<file path="src/rtl/dram_ddr_pad_rptr_pipe.sv">
// Pipelined repeater between the DRAM controller and the DDR pad ring.
// Outbound command/data and inbound read data each cross a configurable number of flop stages.
module dram_ddr_pad_rptr_pipe #(
    parameter int OUT_STAGES = 2,
    parameter int IN_STAGES  = 2,
    parameter int ADDR_W     = 15,
    parameter int BANK_W     = 3,
    parameter int CS_W       = 4,
    parameter int DOUT_W     = 288,
    parameter int DIN_W      = 256,
    parameter int ECC_W      = 32,
    parameter int PTR_W      = 5,
    parameter int CNT_W      = 16
) (
    input  logic              clk,
    input  logic              arst_l,
    input  logic              dram_io_ras_l,
    input  logic              dram_io_cas_l,
    input  logic              dram_io_write_en_l,
    input  logic [CS_W-1:0]   dram_io_cs_l,
    input  logic [ADDR_W-1:0] dram_io_addr,
    input  logic [BANK_W-1:0] dram_io_bank,
    input  logic              dram_io_cke,
    input  logic              dram_io_clk_enable,
    input  logic              dram_io_pad_enable,
    input  logic              dram_io_drive_data,
    input  logic              dram_io_drive_enable,
    input  logic              dram_io_pad_clk_inv,
    input  logic [PTR_W-1:0]  dram_io_ptr_clk_inv,
    input  logic              dram_io_channel_disabled,
    input  logic [DOUT_W-1:0] dram_io_data_out,
    input  logic              io_dram_data_valid,
    input  logic [DIN_W-1:0]  io_dram_data_in,
    input  logic [ECC_W-1:0]  io_dram_ecc_in,
    output logic              dram_io_ras_l_buf,
    output logic              dram_io_cas_l_buf,
    output logic              dram_io_write_en_l_buf,
    output logic [CS_W-1:0]   dram_io_cs_l_buf,
    output logic [ADDR_W-1:0] dram_io_addr_buf,
    output logic [BANK_W-1:0] dram_io_bank_buf,
    output logic              dram_io_cke_buf,
    output logic              dram_io_clk_enable_buf,
    output logic              dram_io_pad_enable_buf,
    output logic              dram_io_drive_data_buf,
    output logic              dram_io_drive_enable_buf,
    output logic              dram_io_pad_clk_inv_buf,
    output logic [PTR_W-1:0]  dram_io_ptr_clk_inv_buf,
    output logic              dram_io_channel_disabled_buf,
    output logic [DOUT_W-1:0] dram_io_data_out_buf,
    output logic              io_dram_data_valid_buf,
    output logic [DIN_W-1:0]  io_dram_data_in_buf,
    output logic [ECC_W-1:0]  io_dram_ecc_in_buf,
    output logic [CNT_W-1:0]  rptr_beat_cnt
);

    typedef struct packed {
        logic              ras_l;
        logic              cas_l;
        logic              write_en_l;
        logic [CS_W-1:0]   cs_l;
        logic              cke;
        logic              clk_enable;
        logic              pad_enable;
        logic              drive_data;
        logic              drive_enable;
        logic              pad_clk_inv;
        logic [PTR_W-1:0]  ptr_clk_inv;
        logic              channel_disabled;
    } ctl_t;

    localparam ctl_t CTL_RST = '{ras_l: 1'b1, cas_l: 1'b1, write_en_l: 1'b1, cs_l: '1,
                                 cke: 1'b0, clk_enable: 1'b0, pad_enable: 1'b0,
                                 drive_data: 1'b0, drive_enable: 1'b0, pad_clk_inv: 1'b0,
                                 ptr_clk_inv: '0, channel_disabled: 1'b1};

    // A disabled channel issues deselect/NOP and releases the DQ drivers.
    function automatic ctl_t gate_cmd(input ctl_t c);
        ctl_t g;
        g = c;
        if (c.channel_disabled) begin
            g.ras_l        = 1'b1;
            g.cas_l        = 1'b1;
            g.write_en_l   = 1'b1;
            g.cs_l         = '1;
            g.drive_data   = 1'b0;
            g.drive_enable = 1'b0;
        end
        return g;
    endfunction

    function automatic logic [CNT_W-1:0] sat_inc(input logic [CNT_W-1:0] v);
        return (&v) ? v : v + 1'b1;
    endfunction

    ctl_t              ctl_in;
    ctl_t              ctl_p  [OUT_STAGES];
    logic [ADDR_W-1:0] addr_p [OUT_STAGES];
    logic [BANK_W-1:0] bank_p [OUT_STAGES];
    logic [DOUT_W-1:0] dout_p [OUT_STAGES];
    logic              vld_p  [IN_STAGES];
    logic [DIN_W-1:0]  din_p  [IN_STAGES];
    logic [ECC_W-1:0]  ecc_p  [IN_STAGES];
    logic [CNT_W-1:0]  cnt_q;

    assign ctl_in = '{ras_l: dram_io_ras_l, cas_l: dram_io_cas_l, write_en_l: dram_io_write_en_l,
                      cs_l: dram_io_cs_l, cke: dram_io_cke, clk_enable: dram_io_clk_enable,
                      pad_enable: dram_io_pad_enable, drive_data: dram_io_drive_data,
                      drive_enable: dram_io_drive_enable, pad_clk_inv: dram_io_pad_clk_inv,
                      ptr_clk_inv: dram_io_ptr_clk_inv,
                      channel_disabled: dram_io_channel_disabled};

    // Outbound stage 0 gates on the capturing cycle's own disable; later stages shift.
    always_ff @(posedge clk or negedge arst_l) begin
        if (!arst_l) begin
            for (int k = 0; k < OUT_STAGES; k++) begin
                ctl_p[k]  <= CTL_RST;
                addr_p[k] <= '0;
                bank_p[k] <= '0;
                dout_p[k] <= '0;
            end
        end else begin
            ctl_p[0] <= gate_cmd(ctl_in);
            if (!dram_io_channel_disabled) begin
                addr_p[0] <= dram_io_addr;
                bank_p[0] <= dram_io_bank;
                dout_p[0] <= dram_io_data_out;
            end
            for (int k = 1; k < OUT_STAGES; k++) begin
                ctl_p[k]  <= ctl_p[k-1];
                addr_p[k] <= addr_p[k-1];
                bank_p[k] <= bank_p[k-1];
                dout_p[k] <= dout_p[k-1];
            end
        end
    end

    // Inbound stages: valid always shifts, data only follows a valid beat.
    always_ff @(posedge clk or negedge arst_l) begin
        if (!arst_l) begin
            for (int k = 0; k < IN_STAGES; k++) begin
                vld_p[k] <= 1'b0;
                din_p[k] <= '0;
                ecc_p[k] <= '0;
            end
        end else begin
            vld_p[0] <= io_dram_data_valid;
            if (io_dram_data_valid) begin
                din_p[0] <= io_dram_data_in;
                ecc_p[0] <= io_dram_ecc_in;
            end
            for (int k = 1; k < IN_STAGES; k++) begin
                vld_p[k] <= vld_p[k-1];
                if (vld_p[k-1]) begin
                    din_p[k] <= din_p[k-1];
                    ecc_p[k] <= ecc_p[k-1];
                end
            end
        end
    end

    // Debug beat counter, observed at the repeated outputs.
    always_ff @(posedge clk or negedge arst_l) begin
        if (!arst_l) begin
            cnt_q <= '0;
        end else if (ctl_p[OUT_STAGES-1].channel_disabled) begin
            cnt_q <= '0;
        end else if (vld_p[IN_STAGES-1]) begin
            cnt_q <= sat_inc(cnt_q);
        end
    end

    assign dram_io_ras_l_buf            = ctl_p[OUT_STAGES-1].ras_l;
    assign dram_io_cas_l_buf            = ctl_p[OUT_STAGES-1].cas_l;
    assign dram_io_write_en_l_buf       = ctl_p[OUT_STAGES-1].write_en_l;
    assign dram_io_cs_l_buf             = ctl_p[OUT_STAGES-1].cs_l;
    assign dram_io_cke_buf              = ctl_p[OUT_STAGES-1].cke;
    assign dram_io_clk_enable_buf       = ctl_p[OUT_STAGES-1].clk_enable;
    assign dram_io_pad_enable_buf       = ctl_p[OUT_STAGES-1].pad_enable;
    assign dram_io_drive_data_buf       = ctl_p[OUT_STAGES-1].drive_data;
    assign dram_io_drive_enable_buf     = ctl_p[OUT_STAGES-1].drive_enable;
    assign dram_io_pad_clk_inv_buf      = ctl_p[OUT_STAGES-1].pad_clk_inv;
    assign dram_io_ptr_clk_inv_buf      = ctl_p[OUT_STAGES-1].ptr_clk_inv;
    assign dram_io_channel_disabled_buf = ctl_p[OUT_STAGES-1].channel_disabled;
    assign dram_io_addr_buf             = addr_p[OUT_STAGES-1];
    assign dram_io_bank_buf             = bank_p[OUT_STAGES-1];
    assign dram_io_data_out_buf         = dout_p[OUT_STAGES-1];
    assign io_dram_data_valid_buf       = vld_p[IN_STAGES-1];
    assign io_dram_data_in_buf          = din_p[IN_STAGES-1];
    assign io_dram_ecc_in_buf           = ecc_p[IN_STAGES-1];
    assign rptr_beat_cnt                = cnt_q;

endmodule

</file>
<file path="config.mk">
export PLATFORM = sky130hd
export DESIGN_NAME = dram_ddr_pad_rptr_pipe
export DESIGN_NICKNAME = d
export VERILOG_FILES = /design/src/rtl/dram_ddr_pad_rptr_pipe.sv
export SDC_FILE = /design/constraint.sdc
export NUM_CORES = 1
export LEC_CHECK = 0
export ABC_AREA = 0
export CORE_AREA = 2 2 479 481
export CTS_CLUSTER_SIZE = 24
export DETAILED_ROUTE_END_ITERATION = 10
export DIE_AREA = 0 0 481 483
export DONT_BUFFER_PORTS = 1
export PLACE_DENSITY = 0.4
export SLEW_MARGIN = 30
export SYNTH_ARGS = -nofsm -noshare
export SYNTH_HDL_FRONTEND = slang
export SYNTH_SLANG_ARGS = --single-unit
</file>
<file path="constraint.sdc">
create_clock -name clk -period 2.9 [get_ports clk]
set_input_delay 0.58 -clock clk [delete_from_list [all_inputs] [get_ports clk]]
set_output_delay 0.58 -clock clk [all_outputs]
set_load 0.005 [all_outputs]
</file>
After elaboration in Yosys (flattened, before gate mapping) --
Index checks and enable logic that the tools add are counted. W data, S select, Z words.
Storage, ports and cells: register bits 1244, bits in latches 0, ROM bits 0, memories 0, memory bits (writable) 0
Cells by class: divide/modulo/power cells 0, bitwise operators 0, add/sub/neg operators 1, shift-type cells 0, mux-type cells 5, magnitude comparators 0, reduce and logical (&&, ||, !) cells 3, eq/ne operators 1, multiply operators 0
Operators with widths (number):
- $mux W16 | 3
- $add A16 B1 Y16 const B | 1
- $reduce_and A16 Y1 | 1
- $mux W7 | 1
- $mux W2 | 1
- $ne A2 B2 Y1 const B | 1
- $reduce_and A2 Y1 | 1
- $reduce_bool A2 Y1 | 1

Longest topological paths before layout --
word-level depth 4, mapped depth 5

Worst setup path after synthesis --
OpenSTA, ideal clock, no wires.
path type input-to-reg, start point input dram_io_channel_disabled, end point register dout_p[340] (netlist name), stages 4, arrival time 1790 ps, setup time 125 ps, path slack 985 ps, path through clkbuf_1 -> clkbuf_1 -> clkbuf_1 -> mux2_2
RTL lines:
- start: declaration | RTL line 30 | input logic dram_io_channel_disabled,
- end signal: indexed assignment | RTL line 132 | dout_p[k] <= dout_p[k-1];
- end: declaration | RTL line 99 | logic [DOUT_W-1:0] dout_p [OUT_STAGES];
No word-level cell between the ends.

Worst setup path in the final report --
start point register cnt_q[0], in the netlist rptr_beat_cnt[0], end point register cnt_q[10], in the netlist rptr_beat_cnt[10]
On the way: word-level cells in the longest chain between the ends 4, elaborated cells between the ends (all ways) 7
RTL lines:
- start: declaration | RTL line 103 | logic [CNT_W-1:0] cnt_q;
- start signal: assignment | RTL line 168 | cnt_q <= sat_inc(cnt_q);
- $add A16 B1 Y16 | RTL line 92 | return (&v) ? v : v + 1'b1;
- $mux W16 | RTL line 92
- $mux W16 | RTL line 167 | end else if (vld_p[IN_STAGES-1]) begin
- $mux W16 | RTL line 165 | end else if (ctl_p[OUT_STAGES-1].channel_disabled) begin
Several ways; a longest one is shown, not always the timed one. The select of a mux whose other input is x is not followed. A chain may end at the register's enable or synchronous reset.

==> metrics.txt <==
io pins 1,246; Resized cells post-CTS 0; TritonCTS clock tree built; leakage 23.82 nW; Synth Area in Adders 0.0002689; DIE AREA 0.2323 mm2; Synth cell types 29; P&R area growth vs syn 24.63%; worst min path class input pin to asynchronous set/reset pin; share of the yosys chip area belonging to registers 0.6694; drc violations 0; Fmax 0.4433 GHz; Clock Skews 0.03840 ns; Post-DP Area 0.04576 mm2; Final Max Tran Viols 0; worst slew pin tran 0.8604 ns; maximum vdd ir drop 0.5987 mV; Post-CTS Setup Bufs 0; grt total ovfl 0; Final Hold Fails 176; post-DR vias/cell 3.622; worst r2r path cells 5; post-route clock period utilization 0.7778; PortBufs 0; Ys Warns 0; Netlist Area Pre-Place 0.04653 mm2; clk buf depth 3; root buffer cell clkbuf_16; 1st-pass router iterations 4; Arr. time, crit path 2.94 ns; FF-to-FF End rptr_beat_cnt[10]; fillers 23.50k; Post-Syn Instances 2,919; Mapped Avg Cell Area 15.94 um2; Tmin final 2.256 ns; commonest non-fill, non-tap cell in the layout dfrtp_1; crit path kind register to register; Cells after DPL 5,244; status finished, violations left; final non-filler cell total 6,223; Post-DRT Antenna Nets 0; commonest non-fill, non-tap cells in the layout dfrtp_1, mux2_2, dlygate4sd3_1; worst rel slew slack 0.4264; H-tree depth 4; main combinational cell family by area after synthesis multiplexers; Setup crit end rptr_beat_cnt[10]; mux share of post-synthesis cell area 0.2141; GPL Wtd Cong 0.8045; Die Span Y 483 um; first-pass GRT wire length 186,200 um; Reg2Reg Setup Slack 0.64 ns; Iteration-0 DRC Markers 800; Pwr Density 738.7 mW/mm2; # rows 175; fin util 0.2556; Final Instance Area 0.05799 mm2; NumNets Final 3,696; clk_lat worst skew 0.78 ns; Vias 22.54k; simple-gate share of the synthesized area 0.007099; Tot GR Track Use 0.1103; post-synthesis compound-gate area fraction 0.002985; layout cells sized above 1 0.3681; register clock-pin slew on the reported worst setup and hold paths 0.06 ns; starting density of the core 0.2051; Post-Route WL 132,100 um; Crit. End Element register; vias in the first global route 24.93k; syn nets 3,536; CTS Buf Count 146; Synth Area in XOR/XNOR 0; DP HPWL 93,170 um; clock sinks 1,244; flip-flop and latch count after synthesis 1,244; crit-path max FO 6; unrepaired setup endpoints after global routing false; setup violators final 0; Die X 481 um; Req. time, crit path 3.58 ns; failing checks negative hold slack; Max Cap Viol 0; Worst Hold Slack -0.4969 ns; reg2reg start rptr_beat_cnt[0]; Critical Path Start rptr_beat_cnt[0]; Routed WL per cell 21.22 um; core area 0.2268 mm2; pin count of the biggest net entering global routing 290; CP startpoint kind register; initial antenna violation count 45; Pwr Total 42.84 mW
==> how the worst min path moves through the flow <==
stage / cells after the start / slack, ns / startpoint / to
final: 0 / -0.50 / arst_l / dram_io_data_out_buf[100]
after CTS: 0 / -0.60 / arst_l / dram_io_data_out_buf[100]
after global routing: 0 / -0.58 / arst_l / dram_io_data_out_buf[100]
after detailed placement: 0 / 0.29 / arst_l / dram_io_data_out_buf[100]
after global placement: 0 / 0.29 / arst_l / dout_p[388]
after floorplan: 0 / 0.28 / arst_l / addr_p[15]
==> report_power, final <==
| part | switching (mW) | internal (mW) |
|---|---|---|
| Clock | 7.67 | 11.1 |
| Combinational | 1.11 | 2.00 |
| Sequential | 1.71 | 19.3 |
==> metrics by stage <==
stage | setup TNS [ns] | setup WS, ns
finish | 0 | 0.6443
floorplan | 0 | 0.9855
CTS | 0 | 0.5561
global placement | -167.37 | -0.8346
global route | 0 | 0.4944
detailed placement | -232.56 | -1.313
==> worst max-delay path: stages (launching register included) <==
cell	delay [ns]
dfrtp_1	0.61
ha_1	0.31
nand3_1	0.13
or3_1	0.43
or4_1	0.52
a21oi_1	0.15
==> area by class of cell <==
type,instances,area [um2],area share
clock inverters,50,689.4,0.01189
repair buffers,717,7615,0.1313
clock buffers,211,4250,0.07329
multi-input cells,966,10450,0.1801
diodes,22,55.05,0.0009494
well taps,3009,3765,0.06492
inverters,4,15.01,0.0002589
flip-flops and latches,1244,31150,0.5372
==> logic make-up (layout without fill, tap and decap cells) <==
logic type | count (synthesis) | after routing
buffers and inverters | 709 | 982
adders and majority gates | 1 | 1
and+or+nand+nor | 56 | 56
DFF | 1244 | 1244
other | 0 | 22
AOI/OAI and AO/OA | 24 | 24
muxes | 885 | 885
==> flip-flops by register name, summed over array words and instances (netlist names), 3 cells and up <==
name,cells
io_dram_data_in_buf,256
dram_io_addr_buf,15
din_p,256
bank_p,3
rptr_beat_cnt,16
addr_p,15
dout_p,288
dram_io_bank_buf,3
dram_io_data_out_buf,288
io_dram_ecc_in_buf,32
dram_io_cs_l_buf,4
dram_io_ptr_clk_inv_buf,5
ctl_p,19
ecc_p,32
==> layer usage <==
metal,GRT usage,vias up,routed length [um]
met5,0,-,149
met4,0.04248,22,4693
met3,0.05438,246,14810
met2,0.1874,980,64560
met1,0.1163,11610,47850
li1,-,9680,-
==> timing repair <==
item,4_1_cts,5_1_grt
hold buffers,686,4
endpoints found under the hold margin,920,209
endpoints found under the setup margin,100,0
==> synth_stat cells <==
master | instances | share of area
a21oi_1 | 11 | 0.0012
clkbuf_2 | 1 | 0.00011
clkbuf_1 | 90 | 0.0073
buf_1 | 4 | 0.00032
buf_4 | 603 | 0.097
o21ai_0 | 6 | 0.00065
nor3_1 | 3 | 0.00032
inv_1 | 4 | 0.00032
dfrtp_1 | 1228 | 0.66
or4_1 | 5 | 0.00081
nand2b_1 | 2 | 0.00027
or3_1 | 7 | 0.00094
a211oi_1 | 1 | 0.00016
nand3_1 | 4 | 0.00043
nand2_1 | 6 | 0.00048
nor2_1 | 6 | 0.00048
ha_1 | 1 | 0.00027
a311oi_1 | 1 | 0.00019
dfstp_2 | 16 | 0.0090
nor4_1 | 4 | 0.00054
or2_2 | 7 | 0.00094
and3_1 | 1 | 0.00013
nor2b_1 | 6 | 0.00081
mux2_2 | 884 | 0.21
mux2i_1 | 1 | 0.00022
nand4_1 | 3 | 0.00040
nand4_2 | 2 | 0.00054
o31ai_1 | 5 | 0.00081
buf_2 | 7 | 0.00075
Note: power is estimated with default switching activity, not from simulation.
